## config.mk

```make
export PLATFORM = sky130hd
export DESIGN_NAME = fp16_add_issue_flat
export DESIGN_NICKNAME = d
export VERILOG_FILES = /design/src/rtl/fp16_add_issue_if.sv /design/src/rtl/fp16_add_issue.sv /design/src/flat_wrapper.sv
export SDC_FILE = /design/constraint.sdc
export NUM_CORES = 1
export LEC_CHECK = 0
export ABC_AREA = 1
export CORE_MARGIN = 5
export CORE_UTILIZATION = 55
export DETAILED_ROUTE_END_ITERATION = 8
export PLACE_DENSITY = 0.93
export RECOVER_POWER = 50
export SLEW_MARGIN = 20
export SYNTH_ARGS = -nofsm -noshare
export SYNTH_HDL_FRONTEND = slang
export SYNTH_SLANG_ARGS = --single-unit
export TNS_END_PERCENT = 50
```

## constraint.sdc

```tcl
create_clock -name clk -period 9.74 [get_ports clk]
set_clock_uncertainty 0.15 [all_clocks]
set_input_delay 1.948 -clock clk [delete_from_list [all_inputs] [get_ports clk]]
set_output_delay 1.948 -clock clk [all_outputs]
set_load 0.02 [all_outputs]
```

## src/rtl/fp16_add_issue_if.sv

```systemverilog
// Operand/result streams and external adder hookup for fp16_add_issue.
// Handshake: a transfer happens on a rising clk edge where valid and ready
// are both high; a producer holding valid keeps its payload stable until
// that edge, and ready never depends combinationally on valid.
interface fp16_add_issue_if;
  logic        in_valid;
  logic        in_ready;
  logic [15:0] in_a;
  logic [15:0] in_b;
  logic [15:0] add_a;
  logic [15:0] add_b;
  logic [15:0] add_x;
  logic        out_valid;
  logic        out_ready;
  logic [15:0] out_result;
  logic [3:0]  out_flags;

  // Environment side: feeds operands, consumes results, models the adder.
  modport master (
    output in_valid, in_a, in_b, add_x, out_ready,
    input  in_ready, add_a, add_b, out_valid, out_result, out_flags
  );

  // Issue stage side.
  modport slave (
    input  in_valid, in_a, in_b, add_x, out_ready,
    output in_ready, add_a, add_b, out_valid, out_result, out_flags
  );
endinterface

```

## src/rtl/fp16_add_issue.sv

```systemverilog
// fp16 add issue/exception stage: classifies operand pairs, sends same-sign
// finite normal pairs through the external registered adder, resolves the
// rest locally, and returns results in order through S1 -> T -> O.
module fp16_add_issue (
  input  logic              clk,
  input  logic              rst,
  fp16_add_issue_if.slave   bus
);

  localparam logic [15:0] QNAN = 16'h7E00;

  // Stage S1
  logic        s1_valid;
  logic [15:0] s1_a, s1_b, s1_res;
  logic        s1_add;
  logic [3:0]  s1_flags;
  // Stage T (pair is inside the external adder)
  logic        t_valid;
  logic [15:0] t_a, t_b, t_res;
  logic        t_add;
  logic [3:0]  t_flags;
  // Stage O
  logic        o_valid;
  logic [15:0] o_res;
  logic [3:0]  o_flags;

  // Pipeline control
  logic o_free, t_adv, t_free, s1_adv, in_ready_w;

  // Classification results for the pair presented on the input
  logic        a_sub, b_sub, a_nan, b_nan, a_inf, b_inf, a_zero, b_zero;
  logic [15:0] ca, cb, c_res;
  logic        c_add;
  logic [3:0]  c_flags;

  // Adder overflow handling at O load
  logic [15:0] t_out_res;
  logic [3:0]  t_out_flags;

  assign o_free     = ~o_valid | bus.out_ready;
  assign t_adv      = t_valid & o_free;
  assign t_free     = ~t_valid | t_adv;
  assign s1_adv     = s1_valid & t_free;
  assign in_ready_w = ~s1_valid | s1_adv;

  assign bus.in_ready   = in_ready_w;
  assign bus.out_valid  = o_valid;
  assign bus.out_result = o_res;
  assign bus.out_flags  = o_flags;

  // A stalled T re-presents its own operands so the adder (which has no
  // enable) recaptures them and add_x stays valid for that entry.
  assign bus.add_a = (t_valid & ~t_adv) ? t_a : s1_a;
  assign bus.add_b = (t_valid & ~t_adv) ? t_b : s1_b;

  // Classify the incoming pair; earlier checks take precedence.
  always_comb begin
    a_sub  = (bus.in_a[14:10] == 5'd0) && (bus.in_a[9:0] != 10'd0);
    b_sub  = (bus.in_b[14:10] == 5'd0) && (bus.in_b[9:0] != 10'd0);
    ca     = a_sub ? {bus.in_a[15], 15'h0} : bus.in_a;
    cb     = b_sub ? {bus.in_b[15], 15'h0} : bus.in_b;
    a_nan  = (ca[14:10] == 5'h1F) && (ca[9:0] != 10'd0);
    b_nan  = (cb[14:10] == 5'h1F) && (cb[9:0] != 10'd0);
    a_inf  = (ca[14:10] == 5'h1F) && (ca[9:0] == 10'd0);
    b_inf  = (cb[14:10] == 5'h1F) && (cb[9:0] == 10'd0);
    a_zero = (ca[14:0] == 15'd0);
    b_zero = (cb[14:0] == 15'd0);
    c_add   = 1'b0;
    c_res   = 16'h0000;
    c_flags = {a_sub | b_sub, 3'b000};
    if (a_nan | b_nan) begin
      c_res      = QNAN;
      c_flags[0] = 1'b1;
    end else if (a_inf & b_inf) begin
      if (ca[15] == cb[15]) begin
        c_res = ca;
      end else begin
        c_res      = QNAN;
        c_flags[0] = 1'b1;
      end
    end else if (a_inf) begin
      c_res = ca;
    end else if (b_inf) begin
      c_res = cb;
    end else if (a_zero & b_zero) begin
      c_res = {ca[15] & cb[15], 15'h0};
    end else if (a_zero) begin
      c_res = cb;
    end else if (b_zero) begin
      c_res = ca;
    end else if (ca[15] != cb[15]) begin
      c_res      = QNAN;
      c_flags[2] = 1'b1;
    end else begin
      c_add = 1'b1;
    end
  end

  // Select what T hands to O: adder sum (saturated to inf on overflow) or bypass.
  always_comb begin
    t_out_res   = t_res;
    t_out_flags = t_flags;
    if (t_add) begin
      if (bus.add_x[14:10] == 5'h1F) begin
        t_out_res      = {bus.add_x[15], 5'h1F, 10'h000};
        t_out_flags[1] = 1'b1;
      end else begin
        t_out_res = bus.add_x;
      end
    end
  end

  // S1 register: loads a classified pair whenever it has room.
  always_ff @(posedge clk or posedge rst) begin
    if (rst) begin
      s1_valid <= 1'b0;
      s1_a     <= 16'h0;
      s1_b     <= 16'h0;
      s1_res   <= 16'h0;
      s1_add   <= 1'b0;
      s1_flags <= 4'h0;
    end else if (in_ready_w) begin
      s1_valid <= bus.in_valid;
      if (bus.in_valid) begin
        s1_a     <= ca;
        s1_b     <= cb;
        s1_res   <= c_res;
        s1_add   <= c_add;
        s1_flags <= c_flags;
      end
    end
  end

  // T register: mirrors the adder's capture of S1 operands.
  always_ff @(posedge clk or posedge rst) begin
    if (rst) begin
      t_valid <= 1'b0;
      t_a     <= 16'h0;
      t_b     <= 16'h0;
      t_res   <= 16'h0;
      t_add   <= 1'b0;
      t_flags <= 4'h0;
    end else if (t_free) begin
      t_valid <= s1_valid;
      if (s1_adv) begin
        t_a     <= s1_a;
        t_b     <= s1_b;
        t_res   <= s1_res;
        t_add   <= s1_add;
        t_flags <= s1_flags;
      end
    end
  end

  // O register: holds result and flags stable while the consumer stalls.
  always_ff @(posedge clk or posedge rst) begin
    if (rst) begin
      o_valid <= 1'b0;
      o_res   <= 16'h0;
      o_flags <= 4'h0;
    end else if (o_free) begin
      o_valid <= t_valid;
      if (t_adv) begin
        o_res   <= t_out_res;
        o_flags <= t_out_flags;
      end
    end
  end

endmodule

```

## src/flat_wrapper.sv

```systemverilog
// flat-port wrapper written by rule: the top's interface ports become plain ports
module fp16_add_issue_flat 
  (clk, rst, bus_in_valid, bus_in_a, bus_in_b, bus_add_x, bus_out_ready, bus_in_ready, bus_add_a, bus_add_b, bus_out_valid, bus_out_result, bus_out_flags);
  fp16_add_issue_if bus_i ();
  input  logic clk;
  input  logic rst;
  input wire logic [$bits(bus_i.in_valid)-1:0] bus_in_valid;
  input wire logic [$bits(bus_i.in_a)-1:0] bus_in_a;
  input wire logic [$bits(bus_i.in_b)-1:0] bus_in_b;
  input wire logic [$bits(bus_i.add_x)-1:0] bus_add_x;
  input wire logic [$bits(bus_i.out_ready)-1:0] bus_out_ready;
  output wire logic [$bits(bus_i.in_ready)-1:0] bus_in_ready;
  output wire logic [$bits(bus_i.add_a)-1:0] bus_add_a;
  output wire logic [$bits(bus_i.add_b)-1:0] bus_add_b;
  output wire logic [$bits(bus_i.out_valid)-1:0] bus_out_valid;
  output wire logic [$bits(bus_i.out_result)-1:0] bus_out_result;
  output wire logic [$bits(bus_i.out_flags)-1:0] bus_out_flags;
  assign bus_i.in_valid = bus_in_valid;
  assign bus_i.in_a = bus_in_a;
  assign bus_i.in_b = bus_in_b;
  assign bus_i.add_x = bus_add_x;
  assign bus_i.out_ready = bus_out_ready;
  assign bus_in_ready = bus_i.in_ready;
  assign bus_add_a = bus_i.add_a;
  assign bus_add_b = bus_i.add_b;
  assign bus_out_valid = bus_i.out_valid;
  assign bus_out_result = bus_i.out_result;
  assign bus_out_flags = bus_i.out_flags;
  fp16_add_issue u_core (.clk(clk), .rst(rst), .bus(bus_i));
endmodule
```

==> Word-level counts from Yosys, hierarchy flattened <==
Cells that the tools add are included.
{ "op_classes": {"eq_ne": 5, "n_mux": 36, "bitwise_logic": 15, "reduce_logical": 19} }
{ "ops": {"columns": ["op", "n"], "rows": [
  ["2-to-1 mux 16 bit", 11],
  ["2-to-1 mux 15 bit", 4],
  ["nonzero test 10 bit", 4],
  ["logical NOT 15 bit", 2],
  ["2-to-1 mux 1 bit", 21],
  ["logical NOT 10 bit", 2],
  ["== test 5 bit, second input constant", 3],
  ["logical NOT 5 bit", 2],
  ["AND 1 bit", 6],
  ["logical AND 1 bit", 6],
  ["AND reduction 2 bit", 3],
  ["bitwise OR 1 bit", 5],
  ["inverter 1 bit", 4],
  ["== test 1 bit", 1],
  ["inequality test 1 bit", 1]
]} }
{ "totals": {"regBits": 127} }

==> Depth between registers and ports, before layout <==
{ "logic_depth": {"word_depth": 11, "mapped_depth": 12, "depth_no_buf": 12} }

==> Worst setup path before layout <==
No wires, ideal clock.
{ "synth_path": {"path_kind": "input to output", "start": "input bus_out_ready", "end": "output bus_add_a[14]", "arrival_time_ns": 2.845, "t_required_ns": 7.642, "slack_ns": 4.797, "path_stages": 5, "path_buffers": 1, "path_cell_list": "inv_1 nand2_1 nor2_4 clkbuf_1 o21ai_0"} }
{ "synth_via": {"elab_chain_len": 5} }
{ "synth_lines": {"columns": ["element", "line", "rtl"], "rows": [
  ["start: declaration", "flat_wrapper.sv:11", "input wire logic [$bits(bus_i.out_ready)-1:0] bus_out_ready;"],
  ["bitwise OR 1 bit", "fp16_add_issue.sv:40", "assign o_free = ~o_valid | bus.out_ready;"],
  ["AND 1 bit", "fp16_add_issue.sv:41", "assign t_adv = t_valid & o_free;"],
  ["inverter 1 bit", "fp16_add_issue.sv:53", "assign bus.add_a = (t_valid & ~t_adv) ? t_a : s1_a;"],
  ["AND 1 bit", "fp16_add_issue.sv:53", null],
  ["2-to-1 mux 16 bit", "fp16_add_issue.sv:53", null],
  ["end: declaration", "flat_wrapper.sv:13", "output wire logic [$bits(bus_i.add_a)-1:0] bus_add_a;"]
]} }
No other way between the ends.

==> Worst setup path after layout <==
{ "layout_path": {"start": "input bus_out_ready", "end": "output bus_add_b[15]"} }
{ "layout_via": {"elab_chain_len": 5} }
{ "layout_lines": {"columns": ["element", "line", "rtl"], "rows": [
  ["bitwise OR 1 bit", "fp16_add_issue.sv:40", null],
  ["AND 1 bit", "fp16_add_issue.sv:41", null],
  ["inverter 1 bit", "fp16_add_issue.sv:54", "assign bus.add_b = (t_valid & ~t_adv) ? t_b : s1_b;"],
  ["AND 1 bit", "fp16_add_issue.sv:54", null],
  ["2-to-1 mux 16 bit", "fp16_add_issue.sv:54", null],
  ["end: declaration", "flat_wrapper.sv:14", "output wire logic [$bits(bus_i.add_b)-1:0] bus_add_b;"]
]} }
No other way between the ends.

==> run_results.csv <==
group,metric,value,unit
detailed_routing,drt_pass1_iterations,7,
clocking,cts_setup_buffers,0,
timing,timing.hold.ws,0.3245,ns
critical_path,slowest_stage,"nor2_1",
layout,diodes,0,
timing,rsz0062_at_grt,"false",
synthesis,synth_seq_cells,127,
synthesis,synth.distinct_cells,31,
global_route,grt_pass1_vias,5680,
place,numPortBuffers,105,
global_route,antenna_found_initial,0,
floorplan,initial_core_util,56.25,%
timing,finalCritPeriodShare,70.15,%
clocking,htree_levels,4,
synthesis,yosysWarnings,0,
place,gp_congestion,0.8856,
hold_path,hold_path.class,"reg2reg",
global_route,grt-ovfl-total,0,
power_and_ir_drop,powerDensity,259.0,nW/um^2
clocking,cts_hold_buf,0,
synthesis,syn_inst,709,
synthesis,synth-seq-area-share,54.73,%
global_route,grt_max_degree,86,
timing,fmax,146.4,MHz
critical_path,cp_max_fo,19,
global_route,grt_pass1_wl,26760,um
detailed_routing,post-route-drc-count,0,
synthesis,yosysTopAreaCellShare,54.73,%
synthesis,synth-main-ff-cell,"dfrtp_1",
critical_path,cp.required,7.64,ns
synthesis,synth.area.top_cells,"dfrtp_1 55%, nand2_1 13%, o21ai_0 13%",
synthesis,synth-edff-count,0,
clocking,root_buffer,"clkbuf_8",
synthesis,async_reset_ff_share,100.0,%
timing,finalSetupTns,0,ns
timing,slew_headroom,-27.50,%
timing,setup_viol,0,
critical_path,cp_top_family,"buffers and inverters",
detailed_routing,drt_wl_total,16210,um
layout,area_delta_synth_final,28.74,%
clocking,worstSkewPairLatency,0.52,ns
critical_path,slowest_delay,0.92,ns
floorplan,core,10320,um^2
floorplan,ios,106,
flow_run,maxCapViolCount,1,
timing,period_needed,6.833,ns
floorplan,row_count,37,
timing,tightest_slew,1.902,ns
floorplan,chipHeight,112.8,um
critical_path,critical_path.startpoint_type,"primary input",
timing,slew_violations,44,
floorplan,dieArea,12710,um^2
clocking,clock_path_buffers,2,
detailed_routing,vias_per_cell,5.855,
synthesis,synth_top_area_cell,"dfrtp_1",
layout,nFillCells,662,
power_and_ir_drop,irDropWorstVdd,0.1235,mV
critical_path,cp-end-kind,"output pin",
layout,drive_gt1_share,6.412,%
place,hpwl,10720,um
global_route,grt_use_total,26.17,%
critical_path,crit_buf_inv,4,
critical_path,path_cells,"dlygate4sd3_1 -> inv_1 -> nand2_1 -> nor2_1 -> inv_1 -> o21ai_0 -> clkdlybuf4s50_1",
layout,layout.nets,853,
clocking,cts_resized,0,
synthesis,synth_nets,762,
layout,final_core_util,72.42,%
critical_path,worstPathArrival,4.73,ns
synthesis,syn_area_per_cell,8.190,um^2
synthesis,netlist_area,5807,um^2
critical_path,path_class,"in2out",
clocking,numCtsBuffers,17,
detailed_routing,ant_nets,0,
outcome,status,"complete, but fails checks",
detailed_routing,dr.first_iter.drc_count,657,
detailed_routing,wl_per_cell,17.11,um
clocking,cts_tree,"yes",
clocking,clkSinkCount,127,
synthesis,yosys.cell_count.top_type,"nand2_1",
synthesis,synth_common_cells,"207 x nand2_1, 146 x o21ai_0, 127 x dfrtp_1",
timing,hold_viol_final,0,
power_and_ir_drop,p_leak,3.405,nW
critical_path,crit_path_frequent_cell,"inv_1",
detailed_routing,dr_total_vias,5545,
outcome,violations,"max-capacitance violations, max-slew violations",
floorplan,die_w,112.8,um
clocking,path_clk_slew,0.06,ns
metrics by stage:
step	cell area, um^2	worst slack (ns)	total power [W]	std cells
after floorplan	5807	4.258	0.001076	709
after global placement	6903	3.215	0.001297	916
after detailed placement	6903	3.093	0.001331	916
after CTS	7462	3.013	0.001933	946
after global routing	7476	2.683	0.002035	947
final	7476	2.907	0.001936	947
cells in the final DEF (no fill, tap or decap), types with 2 or more instances in the layout:
cell type,instances
nor2_4,2
nor2_2,2
o31ai_1,3
nand2_4,2
mux2_2,3
nand3_1,14
nand3_2,2
inv_1,67
nor4_1,2
a21oi_1,5
o22ai_1,3
clkbuf_1,4
inv_2,8
dlygate4sd3_1,2
o21ai_0,146
a22oi_1,11
nor2_1,31
dfrtp_1,127
nor3_1,2
nand2_1,207
nand4_1,11
clkbuf_8,7
clkbuf_16,16
o21ai_1,9
a31oi_1,7
clkdlybuf4s50_1,103
cells by family (layout without fill, tap and decap cells):
group                    Yosys count  in the layout  share of synthesized area, %
AND/OR/NAND/NOR                  277            277                         19.78
AO/OA/AOI/OAI                    187            187                         17.09
flip-flops                       127            127                         54.73
buffers and inverters            114            216                         7.606
multiplexers                       3              3                        0.5817
adder cells (fa/ha/maj)            1              1                        0.2154
worst paths after layout:
kind                            cells past startpoint                   endpoint                 start  slack [ns]
worst max-delay path                                7              bus_add_b[15]         bus_out_ready        2.91
worst min-delay path                                2       u_core.bus.out_valid        u_core.t_valid        0.32
worst max register to register                      7           u_core.s1_res[4]  u_core.bus.out_valid        6.12
worst min register to register                      2       u_core.bus.out_valid        u_core.t_valid        0.32
max in group asynchronous                           3  u_core.bus.out_result[14]                   rst        5.82
min in group asynchronous                           2              u_core.t_b[4]                   rst        2.22
report_power, final:
group / internal, W / total (W) / switching, W
sequential: 0.000669 / 0.000755 / 0.0000862
clock: 0.000376 / 0.000594 / 0.000218
combinational: 0.000239 / 0.000586 / 0.000347
state kept, by name, indices dropped and copies added, names as in the netlist:
signal                 cells
u_core.t_b                16
u_core.t_add               1
u_core.s1_a               16
u_core.t_a                16
u_core.s1_b               16
u_core.t_res              16
u_core.s1_add              1
u_core.s1_valid            1
u_core.s1_res             16
u_core.t_valid             1
u_core.s1_flags            3
u_core.bus.out_result     16
u_core.bus.out_valid       1
u_core.bus.out_flags       4
u_core.t_flags             3
worst reg2reg max path, delay by kind of cell, from the launching register on:
| family | cells | cell delay (ns) |
|---|---|---|
| compound gates | 1 | 0.12 |
| buf+inv | 1 | 0.62 |
| flops | 1 | 0.34 |
| simple gates | 5 | 2.25 |
routing by layer:
| layer | vias to the layer above | wire length [um] | track usage (%) |
|---|---|---|---|
| met1 | 2639 | 5837 | 29.74 |
| met3 | 91 | 1142 | 6.043 |
| met2 | 333 | 8321 | 44.91 |
| met5 | - | 0 | 0 |
| met4 | 0 | 905 | 15.63 |
| li1 | 2482 | - | - |
final cells by class:
cell class / instances / area (um^2) / share of cell area [%]
Sequential cell: 127 / 3178 / 42.51
Inverter: 77 / 290.3 / 3.883
Clock buffer: 26 / 508.0 / 6.795
Multi-Input combinational cell: 468 / 2185 / 29.22
Timing Repair Buffer: 109 / 1094 / 14.63
Clock inverter: 4 / 51.30 / 0.6862
Tap cell: 136 / 170.2 / 2.276
(Power assumes the default switching activity.)
